File: src/rtl/ipctrl.sv
// ipctrl -- input-port controller for a two-buffer, polarity-interleaved
// mesh router port.
//
// Two packet buffers (even/odd) alternate roles every cycle under the
// network-wide polarity signal: one buffer accepts a packet from upstream
// while the other presents its packet to the output controllers. On write,
// the XY route is computed and the matching hop count is decremented, so
// the presented packet is ready for the next hop.
//
// Ports:
//   clk       in   1   single clock, rising-edge state updates
//   reset     in   1   synchronous active-high reset
//   polarity  in   1   0 = even cycle (write odd, present even), 1 = odd cycle
//   send_in   in   1   upstream packet valid
//   data_in   in  64   upstream packet
//   ready_in  out  1   upstream may send next cycle (combinational)
//   data_out  out 64   presented packet (0 when presented buffer empty)
//   req       out  5   one-hot output request [0]=PE [1]=S [2]=N [3]=E [4]=W
//   clear     in   5   output-controller acceptance strobes, same order as req
//   drop_cnt  out  8   saturating dropped-packet count
//                      (only when IPCTRL_DROP_CNT_EN is defined)
//
// Configuration macro: IPCTRL_DROP_CNT_EN enables the drop counter and its port.

module ipctrl (
  input  logic        clk,
  input  logic        reset,
  input  logic        polarity,
  input  logic        send_in,
  input  logic [63:0] data_in,
  output logic        ready_in,
  output logic [63:0] data_out,
  output logic [4:0]  req,
  input  logic [4:0]  clear
`ifdef IPCTRL_DROP_CNT_EN
  ,
  output logic [7:0]  drop_cnt
`endif
);

  localparam logic [4:0] ROUTE_PE = 5'b00001;
  localparam logic [4:0] ROUTE_S  = 5'b00010;
  localparam logic [4:0] ROUTE_N  = 5'b00100;
  localparam logic [4:0] ROUTE_E  = 5'b01000;
  localparam logic [4:0] ROUTE_W  = 5'b10000;

  // XY routing: X hops are exhausted before any Y hop is taken.
  function automatic logic [4:0] xy_route(input logic [63:0] pkt);
    logic [4:0] r;
    if (pkt[55:52] != 4'd0) begin
      r = pkt[62] ? ROUTE_W : ROUTE_E;
    end else if (pkt[51:48] != 4'd0) begin
      r = pkt[61] ? ROUTE_S : ROUTE_N;
    end else begin
      r = ROUTE_PE;
    end
    return r;
  endfunction

  // Packet as it leaves this hop: the hop count of the chosen dimension is
  // decremented; a packet destined for the local PE passes unchanged.
  function automatic logic [63:0] hop_update(input logic [63:0] pkt);
    logic [63:0] p;
    p = pkt;
    if (pkt[55:52] != 4'd0) begin
      p[55:52] = pkt[55:52] - 4'd1;
    end else if (pkt[51:48] != 4'd0) begin
      p[51:48] = pkt[51:48] - 4'd1;
    end else begin
      p = pkt;
    end
    return p;
  endfunction

  logic [63:0] buf_even_data;
  logic [63:0] buf_odd_data;
  logic [4:0]  buf_even_route;
  logic [4:0]  buf_odd_route;
  logic        buf_even_full;
  logic        buf_odd_full;

  logic        pres_full;
  logic [4:0]  pres_route;
  logic [63:0] pres_data;
  logic        write_full;
  logic        accept;
  logic        do_write;
  logic [4:0]  new_route;
  logic [63:0] new_data;

  // Select presented/write buffer by polarity and derive handshake terms.
  always_comb begin
    pres_full  = 1'b0;
    pres_route = 5'd0;
    pres_data  = 64'd0;
    write_full = 1'b0;
    if (polarity) begin
      pres_full  = buf_odd_full;
      pres_route = buf_odd_route;
      pres_data  = buf_odd_data;
      write_full = buf_even_full;
    end else begin
      pres_full  = buf_even_full;
      pres_route = buf_even_route;
      pres_data  = buf_even_data;
      write_full = buf_odd_full;
    end
  end

  // Request and data are gated by the full flag so an empty buffer shows zero.
  always_comb begin
    req      = 5'd0;
    data_out = 64'd0;
    if (pres_full) begin
      req      = pres_route;
      data_out = pres_data;
    end else begin
      req      = 5'd0;
      data_out = 64'd0;
    end
  end

  // Only clear bits that match the active request count as an acceptance.
  assign accept    = (clear & req) != 5'd0;
  assign ready_in  = ~pres_full | accept;
  assign do_write  = send_in & ~write_full;
  assign new_route = xy_route(data_in);
  assign new_data  = hop_update(data_in);

  // Even buffer: written on odd cycles, accepted on even cycles.
  always_ff @(posedge clk) begin
    if (reset) begin
      buf_even_full  <= 1'b0;
      buf_even_data  <= 64'd0;
      buf_even_route <= 5'd0;
    end else if (polarity && do_write) begin
      buf_even_full  <= 1'b1;
      buf_even_data  <= new_data;
      buf_even_route <= new_route;
    end else if (!polarity && accept) begin
      buf_even_full  <= 1'b0;
      buf_even_data  <= 64'd0;
      buf_even_route <= 5'd0;
    end else begin
      buf_even_full  <= buf_even_full;
      buf_even_data  <= buf_even_data;
      buf_even_route <= buf_even_route;
    end
  end

  // Odd buffer: written on even cycles, accepted on odd cycles.
  always_ff @(posedge clk) begin
    if (reset) begin
      buf_odd_full  <= 1'b0;
      buf_odd_data  <= 64'd0;
      buf_odd_route <= 5'd0;
    end else if (!polarity && do_write) begin
      buf_odd_full  <= 1'b1;
      buf_odd_data  <= new_data;
      buf_odd_route <= new_route;
    end else if (polarity && accept) begin
      buf_odd_full  <= 1'b0;
      buf_odd_data  <= 64'd0;
      buf_odd_route <= 5'd0;
    end else begin
      buf_odd_full  <= buf_odd_full;
      buf_odd_data  <= buf_odd_data;
      buf_odd_route <= buf_odd_route;
    end
  end

`ifdef IPCTRL_DROP_CNT_EN
  logic drop;
  assign drop = send_in & write_full;

  // Saturating count of packets discarded because the write buffer was full.
  always_ff @(posedge clk) begin
    if (reset) begin
      drop_cnt <= 8'd0;
    end else if (drop && (drop_cnt != 8'd255)) begin
      drop_cnt <= drop_cnt + 8'd1;
    end else begin
      drop_cnt <= drop_cnt;
    end
  end
`endif

endmodule

File: config.mk
export PLATFORM = sky130hd
export DESIGN_NAME = ipctrl
export DESIGN_NICKNAME = d
export VERILOG_FILES = /design/src/rtl/ipctrl.sv
export SDC_FILE = /design/constraint.sdc
export NUM_CORES = 1
export LEC_CHECK = 0
export BUFFER_PORTS_ARGS = -buffer_cell sky130_fd_sc_hd__clkbuf_2
export CAP_MARGIN = 20
export CORE_MARGIN = 3
export CORE_UTILIZATION = 55
export DETAILED_ROUTE_END_ITERATION = 10
export GPL_ROUTABILITY_DRIVEN = 0
export PLACE_DENSITY = 0.79
export SYNTH_ARGS = -nofsm -noshare
export SYNTH_HDL_FRONTEND = slang
export SYNTH_SLANG_ARGS = --single-unit
File: constraint.sdc
create_clock -name clk -period 4 [get_ports clk]
set_clock_uncertainty 0.1 [all_clocks]
set_input_delay 0.4 -clock clk [delete_from_list [all_inputs] [get_ports clk]]
set_output_delay 0.4 -clock clk [all_outputs]
set_load 0.01 [all_outputs]
Word-level counts from Yosys, hierarchy flattened
Cells that the tools add are included.
- reduce and logical (&&, ||, !) cells: 10
- shift operators: 0
- div/mod/pow operators: 0
- order comparisons: 0
- equal/unequal tests: 0
- multipliers: 0
- bitwise logic cells: 5
- mux-type cells: 25
- $add $sub $neg: 2
- operators with widths (cell ; count):
    64-bit two-way mux ; 6
    52-bit two-way mux ; 1
    5-bit two-way mux ; 8
    4-bit two-way mux ; 2
    4-bit nonzero test ; 2
    4-bit by 1-bit subtractor with 4-bit output (second input constant) ; 2
    1-bit two-way mux ; 6
    3-bit two-way mux ; 2
    5-bit AND ; 1
    5-bit nonzero test ; 1
    1-bit logical AND ; 4
    2-bit nonzero test ; 2
    1-bit inverter ; 2
    1-bit AND ; 1
    1-bit logical NOT ; 1
    1-bit OR ; 1
- memories kept: 0
- memory bits (read-only): 0
- memory bits (writable): 0
- output and inout port bits: 70
- bits in registers: 140
- word-level logic and storage cells: 48
- latch bits: 0
- bits of input ports: 73

Depth between registers and ports, before layout
- depth after elaboration: 7
- gate-level depth with buffers: 8

Least setup slack after synthesis
No wires, ideal clock.
- path type: in2out
- start: input port polarity
- end: output port ready_in
- arrival: 1362 ps
- buffers on the path: 2
- data required time: 3500 ps
- cell stages on the path: 5
- path slack: 2138 ps
- path through: buf_2 > a21oi_1 > clkbuf_1 > a21oi_1 > nand3b_1
- word-level cells in the longest chain between the ends: 5
- elaborated cells between the ends (all ways): 7
- those cells by class: 3 x mux; 3 x bitwise; 1 x reduce/logical
- RTL lines (element ; line ; source):
    from (decl) ; 28 ; input logic polarity,
    5-bit two-way mux / 1-bit two-way mux (equally long branches) ; 97 ; if (polarity) begin
    5-bit two-way mux ; 114 ; if (pres_full) begin
    5-bit AND ; 124 ; assign accept = (clear & req) != 5'd0;
    5-bit nonzero test ; 124 ;
    1-bit OR (*) ; 125 ; assign ready_in = ~pres_full | accept;
    to (decl) ; 31 ; output logic ready_in,
Mark *: on every way between the ends. The rest lies on a longest branch, timed or not.

Worst setup path after layout
- start: register buf_even_full
- end: output port ready_in
- word-level cells in the longest chain between the ends: 5
- elaborated cells between the ends (all ways): 6
- those cells by class: 2 x mux; 3 x bitwise; 1 x reduce/logical
- RTL lines (element ; line ; source):
    from (decl) ; 79 ; logic buf_even_full;
    from (signal assigned) ; 145 ; buf_even_full <= buf_even_full;
    1-bit two-way mux (*) ; 97 ;
    5-bit two-way mux ; 114 ;
    5-bit AND ; 124 ;
    5-bit nonzero test ; 124 ;
    1-bit OR (*) ; 125 ;
Marks and branches as above.

==> out/qor.csv <==
stage,metric,value,unit
status,status,"finished, final reports clean",
clock_network,clk sinks,140,
cells_and_area,layout overhead on the synthesized area,22.6,%
sta,Rel. slew slack,37.0,%
cells_and_area,Fill cells,776,
die,floorplan core area,10000,sq um
logic_synthesis,Synth Cell Area,5820,sq um
cells_and_area,final instance count without filler cells,853,
route,"antenna viol nets, final",0,
clock_network,Hold Buf Count CTS,0,
route,Via-to-Cell Ratio,6.15,
logic_synthesis,post-synth cell types,34,
clock_network,CTS resizes,0,
setup_path,Worst EP required,3.50,ns
logic_synthesis,Area contributors post-synth,"dfxtp_1, mux2i_1, a22o_1",
die,Std-Cell Rows,36,
pwr,total power,3300,uW
sta,Slew @ Worst Pin,0.945,ns
setup_path,"critical path, cell by cell",nor2b_1 > nand2b_2 > nand3b_1 > clkbuf_2,
cells_and_area,ANT cells,0,
global_routing,gr usage total,26.5,%
die,die area,11800,sq um
sta,unrepaired setup endpoints after global routing,false,
worst_hold_path,Min-Delay Path Class,in -> reg,
sta,Tcrit/Tclk final,73.3,%
setup_path,critical path's top delay family,simple AND/OR/NAND/NOR gates,
global_routing,first-pass GRT wire length,25000,um
pwr,Peak supply drop,287,uV
clock_network,Worst-path clk slew,0.06,ns
setup_path,"Max FO, Critical Path",35,
clock_network,# H-tree levels,4,
route,via count,5250,
route,drt initial violations,409,
placement,pre-CTS WS,1.24,ns
logic_synthesis,ys flop type,dfxtp_1,
job,Max-Cap Viols,0,
placement,number of I/O port buffers,142,
pwr,Power Density,463,nW/um^2
setup_path,CP Buf/Inv Count,1,
pwr,Leakage,0.00313,uW
logic_synthesis,Mapped Nets,668,
logic_synthesis,Yosys warnings,0,
cells_and_area,share of layout cells above drive strength 1,26.0,%
cells_and_area,Final Net Count,783,
placement,placed insts,821,
clock_network,CTS tree,built,
die,IO Count,143,
logic_synthesis,Async SR Flop Fraction,0,%
setup_path,"Arr. time, crit path",2.43,ns
logic_synthesis,Synth top area share,48.2,%
die,die height,109,um
logic_synthesis,Post-synth EDFFs,0,
clock_network,clk buf depth,2,
route,DR pass1 iterations,5,
clock_network,clock tree root driver cell,clkbuf_8,
route,DRC viols,0,
clock_network,Post-CTS Setup Inserts,0,
placement,post-DP HPWL,9850,um
sta,final setup violation count,0,
clock_network,CTS buffer count,17,
logic_synthesis,post-synth top area cell,dfxtp_1,
logic_synthesis,"Avg Cell Area, Syn",9.81,sq um
logic_synthesis,#FFs+latches synth,140,
logic_synthesis,post-synthesis sequential area ratio,48.2,%
setup_path,Setup CP Type,reg -> out,
die,Starting Density,57.9,%
sta,Final Hold Vio Count,0,
setup_path,startpoint types,register,
cells_and_area,area of the multi-input gates,2760,sq um
logic_synthesis,Cells after Synth,593,
cells_and_area,register area,2800,sq um
clock_network,later-pin clock latency in the skew report,0.51,ns
sta,minimum clock period after layout,2.93,ns
global_routing,initial antenna violation count,0,
sta,"Slew Viols, Final",0,
sta,Worst Slack Setup Final,1.07,ns
sta,Final TNS setup,0,ns
setup_path,endpoint class of the critical path,output pin,
cells_and_area,Layout Utilization,71.0,%
global_routing,pin count of the biggest net entering global routing,55,
setup_path,CP max-delay cell,nand2b_2,
cells_and_area,most frequent cells in the layout,"clkbuf_2, dfxtp_1, nor2_1",
sta,FMAX,341,MHz
route,wire length per cell,18.1,um
cells_and_area,"most common cell after layout, fill and taps aside",clkbuf_2,
die,die width,109,um
global_routing,number of global-route vias before repair,5132,
route,Total Wirelength,15400,um
global_routing,total grt overflow,0,
setup_path,"Largest stage delay, worst path",0.59,ns
-- final timing paths --
path	startpoint	endpoint	slack, ns	cells after the start
worst max-delay path	buf_even_full	ready_in	1.07	4
worst min-delay path	data_in[60]	buf_odd_data[60]	0.02	2
worst max register to register	buf_even_full	buf_even_route[4]	1.45	4
worst min register to register	buf_odd_data[50]	buf_odd_data[50]	0.36	1
-- per-stage QoR --
stage | instance area [sq um] | hold WS [ns]
2_1_floorplan | 5820 | 0.332
3_3_place_gp | 6570 | 0.347
3_5_place_dp | 6570 | 0.350
4_1_cts | 7120 | 0.00396
5_1_grt | 7130 | 0.00132
6_report | 7130 | 0.0204
-- synthesized netlist by cell type, types with 2 or more instances --
cell type	n
ha_1	2
nand3b_1	2
a222oi_1	2
a21oi_1	8
o2bb2ai_1	8
nand2_1	9
dfxtp_1	140
a22o_1	69
nor3b_1	3
clkbuf_1	29
o21ai_0	3
buf_2	24
a32o_1	4
inv_1	6
mux2i_1	71
nand2b_1	2
buf_4	3
a32oi_1	56
nor2_1	129
nor3_1	3
nand3_1	4
nor2b_1	3
xnor2_1	2
-- final cells by class --
type                       count  area share [%]
sequential                   140            39.3
multi-input combinational    389            38.7
timing repair buffer         154            11.7
clock buffer                  23            6.40
tap                          133            2.33
clock inverter                 8            1.30
inverter                       6           0.316
-- registers in the layout, indices dropped and copies added, names as in the netlist --
register and flops:
buf_odd_route 5, buf_even_route 5, buf_odd_full 1, buf_even_data 64, buf_odd_data 64, buf_even_full 1
-- kinds of logic (layout without fill, tap and decap cells) --
group | Yosys count | count (layout) | share of synthesized area (%)
simple gates | 161 | 161 | 11.5
flops | 140 | 140 | 48.2
mux | 71 | 71 | 12.2
compound gates | 153 | 153 | 22.4
xor+xnor | 2 | 2 | 0.301
fa+ha+maj | 2 | 2 | 0.430
buf+inv | 64 | 191 | 4.97
-- report_power, final --
part	internal, uW	leakage [uW]	switching, uW
clock network	911	0.000271	548
logic	137	0.00172	205
registers	1460	0.00114	37.0
-- layer usage --
metal  wire (um)  track usage [%]
met5           0                0
met4         249             9.74
met1        6800             34.7
met2        7340             42.6
met3        1030             6.28
Note: power is estimated with default switching activity, not from simulation.
